$ cat src/rtl/clint_vec.sv
// clint_vec - core-local interrupt/trap sequencer.
//
// Sits beside the execute stage and the CSR file. It arbitrates NUM_IRQ maskable
// level interrupts (lowest index wins) together with ECALL, EBREAK and MRET. For
// a trap it writes mepc, mstatus and mcause through the CSR write port on three
// consecutive cycles and then redirects the pipeline, either to the direct mtvec
// base or to a vectored slot. For MRET it restores mstatus and the privilege
// level and then redirects to mepc.
//
// Ports
//   sys_clk, sys_reset        clock, asynchronous active-high reset
//   instr_i, pc_i             instruction in execute and its PC
//   jump_flag_i, jump_addr_i  taken branch/jump this cycle and its target
//   stall_i, stall_pc_i       multicycle op in flight and its PC
//   irq_i, irq_en_i           level interrupt requests and per-line enables
//   csr_mtvec/mepc/mstatus    current CSR values
//   privilege_i               current privilege level
//   wr_en_o/addr_o/data_o     CSR write port (registered)
//   wr_privilege_en_o/ctrl_o  privilege update strobe and value
//   irq_claim_o               one-hot, one-cycle acknowledge of the taken line
//   busy_o                    sequence in progress, pipeline must hold
//   int_assert_o, int_addr_o  one-cycle redirect pulse and its target
module clint_vec #(
  parameter int NUM_IRQ    = 8,
  parameter int CAUSE_BASE = 16,
  parameter bit VECTOR_EN  = 1'b1
) (
  input  logic               sys_clk,
  input  logic               sys_reset,
  input  logic [31:0]        instr_i,
  input  logic [31:0]        pc_i,
  input  logic               jump_flag_i,
  input  logic [31:0]        jump_addr_i,
  input  logic               stall_i,
  input  logic [31:0]        stall_pc_i,
  input  logic [NUM_IRQ-1:0] irq_i,
  input  logic [NUM_IRQ-1:0] irq_en_i,
  input  logic [31:0]        csr_mtvec,
  input  logic [31:0]        csr_mepc,
  input  logic [31:0]        csr_mstatus,
  input  logic [1:0]         privilege_i,
  output logic               wr_en_o,
  output logic [11:0]        wr_addr_o,
  output logic [31:0]        wr_data_o,
  output logic               wr_privilege_en_o,
  output logic [1:0]         wr_privilege_ctrl_o,
  output logic [NUM_IRQ-1:0] irq_claim_o,
  output logic               busy_o,
  output logic               int_assert_o,
  output logic [31:0]        int_addr_o
);

  localparam logic [11:0] CSR_MSTATUS  = 12'h300;
  localparam logic [11:0] CSR_MEPC     = 12'h341;
  localparam logic [11:0] CSR_MCAUSE   = 12'h342;
  localparam logic [31:0] INSTR_ECALL  = 32'h0000_0073;
  localparam logic [31:0] INSTR_EBREAK = 32'h0010_0073;
  localparam logic [31:0] INSTR_MRET   = 32'h3020_0073;

  typedef enum logic [2:0] {
    IDLE         = 3'd0,
    TRAP_MEPC    = 3'd1,
    TRAP_MSTATUS = 3'd2,
    TRAP_MCAUSE  = 3'd3,
    MRET_ST      = 3'd4
  } state_t;

  state_t      state_r;
  logic [31:0] epc_r;
  logic [31:0] cause_r;
  logic        async_r;
  logic [1:0]  priv_r;

  logic [NUM_IRQ-1:0] eff_s;
  logic               async_req_s;
  logic [4:0]         win_idx_s;
  logic [NUM_IRQ-1:0] win_onehot_s;
  logic [31:0]        irq_cause_s;
  logic [31:0]        irq_epc_s;
  logic               is_ecall_s;
  logic               is_ebreak_s;
  logic               is_mret_s;
  logic               sync_ok_s;
  logic               accept_s;
  logic [31:0]        trap_mstatus_s;
  logic [31:0]        mret_mstatus_s;
  logic [31:0]        trap_base_s;
  logic [31:0]        trap_target_s;

  // Index of the lowest set bit; scanning downwards lets the lowest index overwrite.
  function automatic logic [4:0] lowest_idx(input logic [NUM_IRQ-1:0] v);
    logic [4:0] r;
    r = 5'd0;
    for (int i = NUM_IRQ - 1; i >= 0; i--) begin
      if (v[i]) begin
        r = 5'(i);
      end else begin
        r = r;
      end
    end
    return r;
  endfunction

  // Event decode: pending interrupts, winner, instruction type and interrupted PC.
  always_comb begin
    eff_s        = irq_i & irq_en_i;
    async_req_s  = (|eff_s) && csr_mstatus[3];
    win_idx_s    = lowest_idx(eff_s);
    win_onehot_s = NUM_IRQ'(1) << win_idx_s;
    irq_cause_s  = {1'b1, 31'(CAUSE_BASE) + {26'd0, win_idx_s}};
    is_ecall_s   = (instr_i == INSTR_ECALL);
    is_ebreak_s  = (instr_i == INSTR_EBREAK);
    is_mret_s    = (instr_i == INSTR_MRET);
    sync_ok_s    = !jump_flag_i && !stall_i;
    // The interrupt resumes where the pipeline would have gone next.
    if (jump_flag_i) begin
      irq_epc_s = jump_addr_i;
    end else if (stall_i) begin
      irq_epc_s = stall_pc_i;
    end else begin
      irq_epc_s = pc_i;
    end
    // The cycle a redirect is asserted still counts as busy, so nothing is accepted.
    accept_s = (state_r == IDLE) && !int_assert_o;
  end

  // CSR write data and redirect target for the sequencing states.
  always_comb begin
    trap_mstatus_s        = csr_mstatus;
    trap_mstatus_s[7]     = csr_mstatus[3];
    trap_mstatus_s[3]     = 1'b0;
    trap_mstatus_s[12:11] = priv_r;

    mret_mstatus_s        = csr_mstatus;
    mret_mstatus_s[3]     = csr_mstatus[7];
    mret_mstatus_s[7]     = 1'b1;
    mret_mstatus_s[12:11] = 2'b00;

    trap_base_s = {csr_mtvec[31:2], 2'b00};
    // Vectored slot offset is 4*cause code; the code sits in the low bits of cause_r.
    if (VECTOR_EN && (csr_mtvec[1:0] == 2'b01) && async_r) begin
      trap_target_s = trap_base_s + {cause_r[29:0], 2'b00};
    end else begin
      trap_target_s = trap_base_s;
    end
  end

  assign busy_o = (state_r != IDLE) || int_assert_o;

  // Sequencer state, captured trap context and all registered outputs.
  always_ff @(posedge sys_clk or posedge sys_reset) begin
    if (sys_reset) begin
      state_r             <= IDLE;
      epc_r               <= 32'd0;
      cause_r             <= 32'd0;
      async_r             <= 1'b0;
      priv_r              <= 2'b00;
      wr_en_o             <= 1'b0;
      wr_addr_o           <= 12'd0;
      wr_data_o           <= 32'd0;
      wr_privilege_en_o   <= 1'b0;
      wr_privilege_ctrl_o <= 2'b11;
      irq_claim_o         <= '0;
      int_assert_o        <= 1'b0;
      int_addr_o          <= 32'd0;
    end else begin
      wr_en_o           <= 1'b0;
      wr_addr_o         <= 12'd0;
      wr_data_o         <= 32'd0;
      wr_privilege_en_o <= 1'b0;
      irq_claim_o       <= '0;
      int_assert_o      <= 1'b0;
      int_addr_o        <= 32'd0;
      case (state_r)
        IDLE: begin
          if (accept_s && async_req_s) begin
            state_r     <= TRAP_MEPC;
            epc_r       <= irq_epc_s;
            cause_r     <= irq_cause_s;
            async_r     <= 1'b1;
            priv_r      <= privilege_i;
            irq_claim_o <= win_onehot_s;
          end else if (accept_s && (is_ecall_s || is_ebreak_s) && sync_ok_s) begin
            state_r <= TRAP_MEPC;
            epc_r   <= pc_i;
            cause_r <= is_ecall_s ? 32'd11 : 32'd3;
            async_r <= 1'b0;
            priv_r  <= privilege_i;
          end else if (accept_s && is_mret_s) begin
            state_r <= MRET_ST;
          end else begin
            state_r <= IDLE;
          end
        end
        TRAP_MEPC: begin
          wr_en_o   <= 1'b1;
          wr_addr_o <= CSR_MEPC;
          wr_data_o <= epc_r;
          state_r   <= TRAP_MSTATUS;
        end
        TRAP_MSTATUS: begin
          wr_en_o             <= 1'b1;
          wr_addr_o           <= CSR_MSTATUS;
          wr_data_o           <= trap_mstatus_s;
          wr_privilege_en_o   <= 1'b1;
          wr_privilege_ctrl_o <= 2'b11;
          state_r             <= TRAP_MCAUSE;
        end
        TRAP_MCAUSE: begin
          wr_en_o      <= 1'b1;
          wr_addr_o    <= CSR_MCAUSE;
          wr_data_o    <= cause_r;
          int_assert_o <= 1'b1;
          int_addr_o   <= trap_target_s;
          state_r      <= IDLE;
        end
        MRET_ST: begin
          wr_en_o             <= 1'b1;
          wr_addr_o           <= CSR_MSTATUS;
          wr_data_o           <= mret_mstatus_s;
          wr_privilege_en_o   <= 1'b1;
          wr_privilege_ctrl_o <= csr_mstatus[12:11];
          int_assert_o        <= 1'b1;
          int_addr_o          <= csr_mepc;
          state_r             <= IDLE;
        end
        default: begin
          state_r <= IDLE;
        end
      endcase
    end
  end

endmodule
$ cat config.mk
export PLATFORM = sky130hd
export DESIGN_NAME = clint_vec
export DESIGN_NICKNAME = d
export VERILOG_FILES = /design/src/rtl/clint_vec.sv
export SDC_FILE = /design/constraint.sdc
export NUM_CORES = 1
export LEC_CHECK = 0
export ABC_AREA = 1
export BUFFER_PORTS_ARGS = -buffer_cell sky130_fd_sc_hd__buf_2
export CAP_MARGIN = 40
export CORE_MARGIN = 10
export CORE_UTILIZATION = 47
export CTS_CLUSTER_DIAMETER = 200
export DETAILED_ROUTE_END_ITERATION = 10
export GPL_TIMING_DRIVEN = 1
export HOLD_SLACK_MARGIN = 0.06
export PLACE_DENSITY_LB_ADDON = 0.15
export SLEW_MARGIN = 20
export SYNTH_ARGS = -nofsm -noshare
export SYNTH_HDL_FRONTEND = slang
export SYNTH_SLANG_ARGS = --single-unit
$ cat constraint.sdc
create_clock -name sys_clk -period 4.5 [get_ports sys_clk]
set_input_delay 0.45 -clock sys_clk [delete_from_list [all_inputs] [get_ports sys_clk]]
set_output_delay 0.45 -clock sys_clk [all_outputs]
set_load 0.02 [all_outputs]
* Yosys cells after proc, flatten, opt, wreduce, memory -nomap -nowiden *
Index checks and enable logic that the tools add are counted.

storage, ports and cells
  logic and storage cells = 80
  bits in registers = 159
  bits of input ports = 246

operators by class
  shift operators = 1
  mux-type cells = 33
  $add $sub $neg = 2
  reduce and logical (&&, ||, !) cells = 22
  equality and inequality tests = 8
  bitwise gates (word level) = 1

operators by type and width
  cell                                              count
  two-way mux 32 bit                                7
  case mux 32 bit (4 select lines)                  1
  case mux 32 bit (2 select lines)                  1
  adder 32 bit                                      1
  == test 32 x 21 -> 1 bit (second input constant)  1
  == test 32 x 30 -> 1 bit (second input constant)  1
  == test 32 x 7 -> 1 bit (second input constant)   1
  two-way mux 5 bit                                 6
  case mux 10 bit (3 select lines)                  1
  two-way mux 8 bit                                 2
  two-way mux 3 bit                                 5
  case mux 3 bit (3 select lines)                   1
  bitwise AND 8 bit                                 1
  logical AND 1 bit                                 8
  OR reduction 8 bit                                1
  << shifter 1 x 5 -> 8 bit (first input constant)  1
  adder 5 x 5 -> 6 bit (first input constant)       1
  == test 3 x 2 -> 1 bit (second input constant)    2
  two-way mux 1 bit                                 5
  two-way mux 2 bit                                 2
  two-way mux 4 bit                                 1
  case mux 2 bit (2 select lines)                   1
  nonzero test 2 bit                                2
  OR reduction 2 bit                                2
  9 further kinds                                   12

* Depth between registers and ports, before layout *
Gate-level depths: netlist (run 1).

  depth after elaboration = 12
  depth in mapped cells = 12

* Least setup slack after synthesis (run 1) *
No wires, ideal clock.

  kind = input -> register
  start = in csr_mtvec[2]
  end = reg int_addr_o[26]
  data arrival time = 1,729 ps
  library setup time = 117 ps
  data required time = 4,383 ps
  slack = 2,653 ps
  stages = 12
  cells stage by stage = ha_1 -> fa_1 -> nand2_1 -> nand2_1 -> nand3_1 -> nand2_1 -> nand2_1 -> inv_1 -> nand3_1 -> nand2_1 -> nand3_1 -> nand2_1

on the way
  longest elaborated chain between the ends = 3

RTL lines
  what                              line  source
  start, declared                   38    input logic [31:0] csr_mtvec,
  adder 32 bit                      142   trap_target_s = trap_base_s + {cause_r[29:0], 2'b00};
  two-way mux 32 bit                141   if (VECTOR_EN && (csr_mtvec[1:0] == 2'b01) && async_r) begin
  case mux 32 bit (2 select lines)  174   case (state_r)
  end signal, assigned              214   int_addr_o <= trap_target_s;
  end signal, assigned              224   int_addr_o <= csr_mepc;
  end, declared                     50    output logic [31:0] int_addr_o

Every way passes these cells.
A chain may end at the register's enable or synchronous reset.

* Worst setup path after layout (run 1) *
  start = reg state_r[0]
  end = reg epc_r[22]

on the way
  longest elaborated chain between the ends = 6
  elaborated cells between the ends (all ways) = 8
  classes of those cells = 1 x mux; 7 x reduce/logical

RTL lines
  what                             line      source
  start, declared                  68        state_t state_r;
  start signal, assigned           153       state_r <= IDLE;
  start signal, assigned           177       state_r <= TRAP_MEPC;
  start signal, assigned           184       state_r <= TRAP_MEPC;
  zero test 3 bit *                124, 174
  logical AND 1 bit                124       accept_s = (state_r == IDLE) && !int_assert_o;
  logical AND 1 bit (2 in series)  183       end else if (accept_s && (is_ecall_s || is_ebreak_s) && sync_ok_s) begin
  nonzero test 2 bit (no line)     n/a
  AND reduction 2 bit (no line)    n/a
  end signal, assigned             178       epc_r <= irq_epc_s;
  end signal, assigned             185       epc_r <= pc_i;
  end, declared                    69        logic [31:0] epc_r;

Mark *: on every way between the ends. The rest lies on a longest branch, timed or not.

==> results.txt, run 1 <==
The flow ran to the end, and the final reports show no timing, DRC or antenna violations. The first-pass GRT wire length is 36.5 mm. The worst setup path startpoint is state_r[0]. For the worst-skew pair, the clock arrives at the later sink with an insertion delay of 420 ps. The number of top-level pins came out at between 300 and 400. Measured along the y axis, the die boundary spans ~140 microns. The number of remaining DRC errors is 0. The ratio of final minimum period to clock period came out at between 50% and 60%. The reg-to-reg critical path startpoint is state_r[0].

The final estimated routing congestion in global placement is ~0.88. The final count of hold timing violations came out at 0. The number of fill cells in the layout is between 1k and 1.5k. The signal on the critical path passes through nor2_4, nand3_4, nor2_4, nand2_4, inv_2, nand2_2, a21oi_1, nand2_1, o21ai_2. The largest single stage delay on the critical path is between 400 and 500 ps. After floorplanning, the core was divided into 44 placement rows.

From synthesis to final layout, the design area changed by 34.8%. The total overflow reported by the global router is 0. Hold is met by 157 ps.

Cells with a size suffix above 1 make up 32.7% of the layout. Using the TritonRoute via totals, the vias-per-cell ratio works out to roughly 4.8. In this run, placement finished with an instance count of 1399. The cell that appears most often on the critical path is nor2_4.

The detailed-route wire length per cell is roughly 16 microns. STA classifies the critical path endpoint as a flop. The number of hold buffers added after cts is 0. The global-route track usage on met3 came out at around 8.5%. The minimum setup slack after placement is 2010 ps.

Detailed routing inserted a total of about 7k vias. Measured in cells, the most critical reg-to-reg path has a length of 9. In the final timing run, aggregate negative setup slack is 0 ps. The floorplan step defined a die boundary enclosing 0.0198 sq mm. The endpoint required time on the critical path came out at 4840 ps. The portion of total power attributed to sequential cells came out at between 30 and 40%. The critical path in this run is classified as reg -> reg. The number of antenna violations at the first check in global routing was 3.

The synthesized cell area is between 0.006 and 0.007 sq mm. On the critical path, the stage with the largest delay is an instance of dfrtp_1. The count of different cell masters after synthesis is 40. In this run the worst hold path is classified as in -> async. The worst-case register-to-register setup slack is approximately 2200 ps.

The largest fanout of any net on the critical path came out at 42. The cell sitting at the root of the clock tree is a clkbuf_16. The total core area is approximately 0.014 sq mm. Of the total power, the clock network draws approximately 30%. At the pin with the least slew margin, the transition time is 704 ps. The maximum frequency from static timing analysis is 435 MHz. The post-synthesis sequential area ratio came out at 45.0%.

The via count of the first global-routing pass is approximately 7k. The met1 global-route usage is approximately a quarter. The instance count of the mapped netlist came out at roughly 900. The overall routing resource usage came out at 22.8%. In this run the remaining antenna-violating nets after routing total 0. The TritonCTS clock tree is built. The synthesized design contains around 120 register bits. The setup skew after layout came out at 7.67 ps. Total power for the finished layout comes to 5.04 mW.

The first routing iteration left 332 violations. The clock transition at the register clock pins on the worst setup and hold paths after CTS came out at ~50 ps. After clock tree synthesis, the setup repair step added 0 buffers. Summed over all layers, the routed wires come to ~23 mm. The maximum number of buffers from clock root to sink is 2.

The number of gates resized after CTS was 0. Headroom to the max-slew limit came out at around 53%. The total CTS buffers is 17. The chip width is ~140 microns. The nature of the critical path startpoint is a flop. The post-route non-filler standard cell count is 1433. The HPWL reported at the end of detailed placement came out at between 15 and 20 mm. The maximum number of pins on one net before global-route repair is just over 70. The first TritonRoute pass finished after 5 iterations. The internal power contribution came out at 3.13 mW. The count of clock tree sinks is approximately 120. Setup repair after global routing left no endpoint under its margin. After layout, the minimum clock period comes to about 2300 ps.

Across all setup checks in the final design, the least slack found is ~2200 ps. The analysis attributes to net switching a power of ~1.9 mW. In this run the critical register-to-register path is captured at epc_r[22]. The arrival time of data at the critical path endpoint came out at 2630 ps. The count of buffers added on input and output ports is around 330. The initial standard-cell utilization of the core came out at 47.6%. The final-report max-slew violation count came out at 0.

The number of nets in the layout came out at around 1.5k. The H-tree was split into 4 levels. The static leakage power is around 5.2 nW.

The number of max-cap violations came out at 0. The post-synthesis average cell area is 7.47 sq um. The proportion of power drawn by combinational gates is between 30% and 40%. The global routing met2 resource utilization came out at ~39%. The peak supply drop came out at 282 uV. The most utilized layer in the global route result is met2. The cell area power density came out at roughly 550 mW/mm^2.

Of the total power, the share spent switching nets is 37.9%. The number of setup violations in the final report came out at 0. The number of warnings issued by yosys came out at 0.
placed cells by master (no fill, tap or decap), types with 17 or more instances in the layout:
cell type	count
nand4_1	17
a21oi_1	43
nand2_1	224
inv_1	164
clkbuf_16	17
o21ai_2	20
o22ai_1	34
nand3_1	45
o21ai_0	53
buf_2	328
dfrtp_1	121
nor2_1	92
cell usage after synthesis (all sizes together):
master / count / area [sq um]
o211ai: 3 / 22.5
ha: 5 / 62.6
o221ai: 4 / 35.0
fa: 1 / 20.0
dfrtp: 121 / 3030
nand2: 228 / 890
nor4: 1 / 21.3
nand4: 17 / 106
o21bai: 6 / 45.0
or2: 2 / 15.0
clkbuf: 9 / 33.8
nand3b: 1 / 7.51
a21oi: 43 / 215
dfstp: 2 / 52.6
a22oi: 1 / 7.51
buf: 32 / 221
conb: 1 / 3.75
nor3: 8 / 40.0
xor2: 2 / 17.5
o22a: 2 / 17.5
nor2: 99 / 414
nand3: 47 / 253
o21ai: 79 / 470
o22ai: 34 / 213
inv: 167 / 627
metrics by stage:
| stage | cell area (sq um) | utilization [%] |
|---|---|---|
| final | 9220 | 64.2 |
| after global routing | 9220 | 64.1 |
| after CTS | 9220 | 64.1 |
| after detailed placement | 8560 | 59.6 |
| after global placement | 8520 | 59.3 |
| after floorplan | 6860 | - |
power groups by stage:
stage	logic (mW)	clock network (mW)	registers [mW]
3_3_place_gp	1.87	0	1.64
4_1_cts	1.95	1.51	1.64
6_report	1.91	1.49	1.64
2_1_floorplan	1.02	0	1.93
3_5_place_dp	1.93	0	1.66
5_1_grt	2.14	1.57	1.68
registers in the layout (all words and copies together), names as in the netlist, 2 cells and up:
name,flops
priv_r,2
state_r,3
wr_addr_o,4
wr_privilege_ctrl_o,2
wr_data_o,32
epc_r,32
cause_r,5
int_addr_o,32
irq_claim_o,8
routing by layer:
layer | wire [microns] | up-vias
li1 | - | 3524
met1 | 8870 | 3119
met2 | 11400 | 266
met3 | 2130 | 38
met4 | 522 | 2
met5 | 13 | -
worst max-delay path by stage:
| stage | endpoint | slack [ps] | cells past startpoint |
|---|---|---|---|
| after detailed placement | epc_r[8] | 2010 | 11 |
| after global routing | epc_r[19] | 2000 | 9 |
| after floorplan | cause_r[0] | 780 | 1 |
| after global placement | epc_r[13] | 2050 | 11 |
| after CTS | epc_r[20] | 2190 | 9 |
| final | epc_r[22] | 2200 | 9 |
cells by family (layout without fill, tap and decap cells):
family	Yosys count	in the layout	synth area share, %
fa+ha+maj	6	6	1.21
simple gates	403	403	25.5
compound gates	172	172	15.0
other cells	1	9	0.0548
buf+inv	208	534	12.9
xor+xnor	2	2	0.256
flops	123	123	45.0
worst max-delay path: cells and delay by family (launching register included):
kind,cells,cell delay (ps)
buffers and inverters,1,160
AO/OA/AOI/OAI,2,370
flip-flops,1,410
AND/OR/NAND/NOR,6,1240
final cells by class:
type	count	area, sq um	area share (%)
flip-flops and latches	123	3080	33.4
clock inverters	10	161	1.75
inverters	167	629	6.82
multi-input cells	590	2900	31.4
clock buffers	22	494	5.36
repair buffers	335	1720	18.7
well taps	184	230	2.50
diodes	2	5.00	0.0543
Note: power is estimated with default switching activity, not from simulation.
==> inputs of run 2 (changes only) <==
clock period = 2.22 ns   (was 4.5 ns; I/O delays follow)
==> run 2 against run 1 <==
Net effect: die area is the same; critical path depth is 1 higher; worst setup slack worse by 2000 ps; utilization rose by 4.6 points; count of clock-buffer cells in the layout did not move; via count is 4.9% higher; clock skew about the same; combinational power grew 110%; sequential power up 100%.
==> results.txt, run 2 (synthesized netlist as in run 1, its figures left out) <==
The via density per instance was 4.84 (-0.19%). Traced cell by cell, the critical path runs through ha_1, nand2_1, inv_1, nand3_1, nand2_1, nand3_2, nor2_1, nand3_1, nand3_1, nand2_1. The maximum level of the CTS H-tree is 4 (unchanged). The headroom to the max-slew limit is 51.6% (-1.4 points). The transition at the pin with the smallest max-transition slack is 724 ps (+19.9 ps). The depth of the most critical reg-to-reg path came out at 10 (+1). The chip width came out at 141 microns (unchanged). The peak supply drop is 548 uV (+95%). The number of nets in the layout came to 1559 (+4.9%). The cell area power density came out at 1020 mW/mm^2 (+86%). The summed negative setup slack over all endpoints came out at 0 ps (unchanged). The final count of hold timing violations came out at 0 (unchanged). The run finished with clean final reports. The count of buffering cells on the critical path with inverters included came out at 1 (unchanged). The HPWL reported at the end of detailed placement is 18.3 mm (+1.7%).

TritonCTS built the clock tree. The maximum number of buffers from clock root to sink came to 2 (unchanged). The min-delay analysis places its worst path in the category in -> reg. The initial standard-cell utilization of the core came out at 47.6% (unchanged). The number of DRC violations after detailed-routing iteration 0 is 454 (+37%). The setup skew after layout is 8.17 ps (+0.493 ps). The total core area came to 0.0144 sq mm (unchanged). The worst hold slack is 105 ps (-52.0 ps). The maximum frequency from static timing analysis is 499 MHz (+15%). Leaving out fill and tap cells, the most frequent cell in the layout is buf_2. The post-detailed-routing wire length is 24.0 mm (+4.5%). The floorplan die area came out at 0.0198 sq mm (unchanged). The post-CTS setup-driven buffer insertion count is 0 (unchanged). The number of max-cap violations came to 0 (unchanged). The stage delay of the slowest cell on the critical path was 410 ps (about the same). The layout overhead on the synthesized area is 44.6%. In the layout the commonest cells are 328 x buf_2, 223 x nand2_1, 164 x inv_1. The count of input and output buffers came out at 328 (unchanged).

The final estimated routing congestion in global placement came to 0.911 (+3.9%). The first-pass GRT wire length is 38.1 mm (+4.5%). The root buffer cell chosen for the clock tree is clkbuf_16.

The insertion delay of the later-clocked pin in the worst-skew pair is 420 ps (about the same). The die height came out at 141 microns (unchanged). The total overflow reported by the global router is 0 (unchanged).

The first-pass iteration count of the detailed router was 4 (-1). The class of the most critical setup path is reg -> reg. The number of placement rows is 44 (unchanged). The overall routing resource usage is 23.8% (+0.99 points). The largest registers in the layout are epc_r: 32 flops, int_addr_o: 32 flops, wr_data_o: 32 flops. The worst setup path is captured at a flop.

The minimum setup slack after placement came out at 228 ps (-1790 ps). The ratio of final minimum period to clock period came to 90.3% (+39 points). The largest fanout of any net on the critical path came out at 6 (-86%). The clock transition at the register clock pins on the worst setup and hold paths after CTS came out at 60 ps (about the same). On the critical path the largest part of the delay comes from simple AND/OR/NAND/NOR gates.

The number of setup violations in the final report came out at 0 (unchanged). The cell area reported after detailed placement is 0.00864 sq mm (+0.89%). The endpoint required time on the critical path is 2530 ps (-2310 ps).

The arrival time of data at the critical path endpoint came to 2320 ps (-310 ps). The total power draw came out at 10.0 mW (+99%). The number of instances on the worst hold path came out at 3. STA classifies the critical path startpoint as a flop.

The count of vias placed by the detailed router is 7289 (+4.9%). The number of remaining DRC errors came out at 0 (unchanged). The placed cell count is 1406 (+0.50%). The maximum number of pins on one net before global-route repair came out at 71 (unchanged).

The post-route cell area is 0.00989 sq mm (+7.2%). The detailed-route wire length per cell came out at 15.9 microns (-0.59%). The total CTS buffers is 17 (unchanged). The slowest stage of the critical path is the dfrtp_1 cell. The final-report max-slew violation count was 0 (unchanged). The static leakage power is 5.51 nW (+5.2%). Setup repair after global routing left no endpoint under its margin. The number of cells on the critical path is 10 (+1). The count of clock tree sinks came out at 123 (unchanged). The number of antenna violations at the first check in global routing is 2 (-1). The number of top-level pins came to 336 (unchanged). The worst setup slack after layout came to 216 ps (-1990 ps). The residual antenna-violating net count after detailed routing is 0 (unchanged). The number of fill cells in the layout came to 1221 (-8.7%). The share of cells above drive strength 1 came to 31.3% (-1.4 points).

The via count of the first global-routing pass came out at 7620 (+6.1%). The post-route non-filler standard cell count is 1506 (+5.1%). The post-layout minimum cycle time is 2000 ps (-292 ps). The final core utilization was 68.8% (+4.6 points).
-- run 2: path summary, 6_finish.rpt --
path                                    start             end  slack, ps
worst max-delay path               cause_r[4]  int_addr_o[31]        220
worst min-delay path            csr_mtvec[12]  int_addr_o[12]        110
worst max register to register     cause_r[4]  int_addr_o[31]        220
worst min register to register     state_r[2]    wr_addr_o[6]        500
max in group asynchronous           sys_reset       epc_r[17]       1150
min in group asynchronous           sys_reset  irq_claim_o[6]        470
-- run 2: repair_timing --
| action | CTS | global route |
|---|---|---|
| hold buffers | 66 | 0 |
| gates resized for setup | 0 | 1 |
| setup endpoints to repair | 0 | 3 |
| endpoints found under the hold margin | 89 | 0 |
-- run 2: layout make-up --
type / instances / area, sq um / share of cell area, %
Antenna cell: 2 / 5.00 / 0.0506
Multi-Input combinational cell: 590 / 2900 / 29.3
Clock buffer: 22 / 464 / 4.70
Tap cell: 184 / 230 / 2.33
Clock inverter: 10 / 118 / 1.19
Inverter: 167 / 631 / 6.38
Sequential cell: 123 / 3080 / 31.2
Timing Repair Buffer: 408 / 2460 / 24.9
-- run 2: power by group --
part | switching (mW) | internal, mW | total, mW | leakage (nW)
Sequential | 0.256 | 3.05 | 3.31 | 1.59
Combinational | 2.65 | 1.36 | 4.02 | 3.65
Clock | 1.01 | 1.71 | 2.72 | 0.272
-- run 2: tightest hold or removal path: cells and delay by family --
family	cells	cell delay [ps]
buffers and inverters	1	120
AND/OR/NAND/NOR	1	50
AO/OA/AOI/OAI	1	100
-- run 2: layer usage --
layer / part of all wire, % / track usage [%] / up-vias
met1: 40 / 27.1 / 3303
met3: 8.7 / 8.43 / 37
met2: 49 / 40.1 / 282
met4: 2.3 / 9.24 / 0
met5: 0 / 0 / -
li1: - / - / 3667
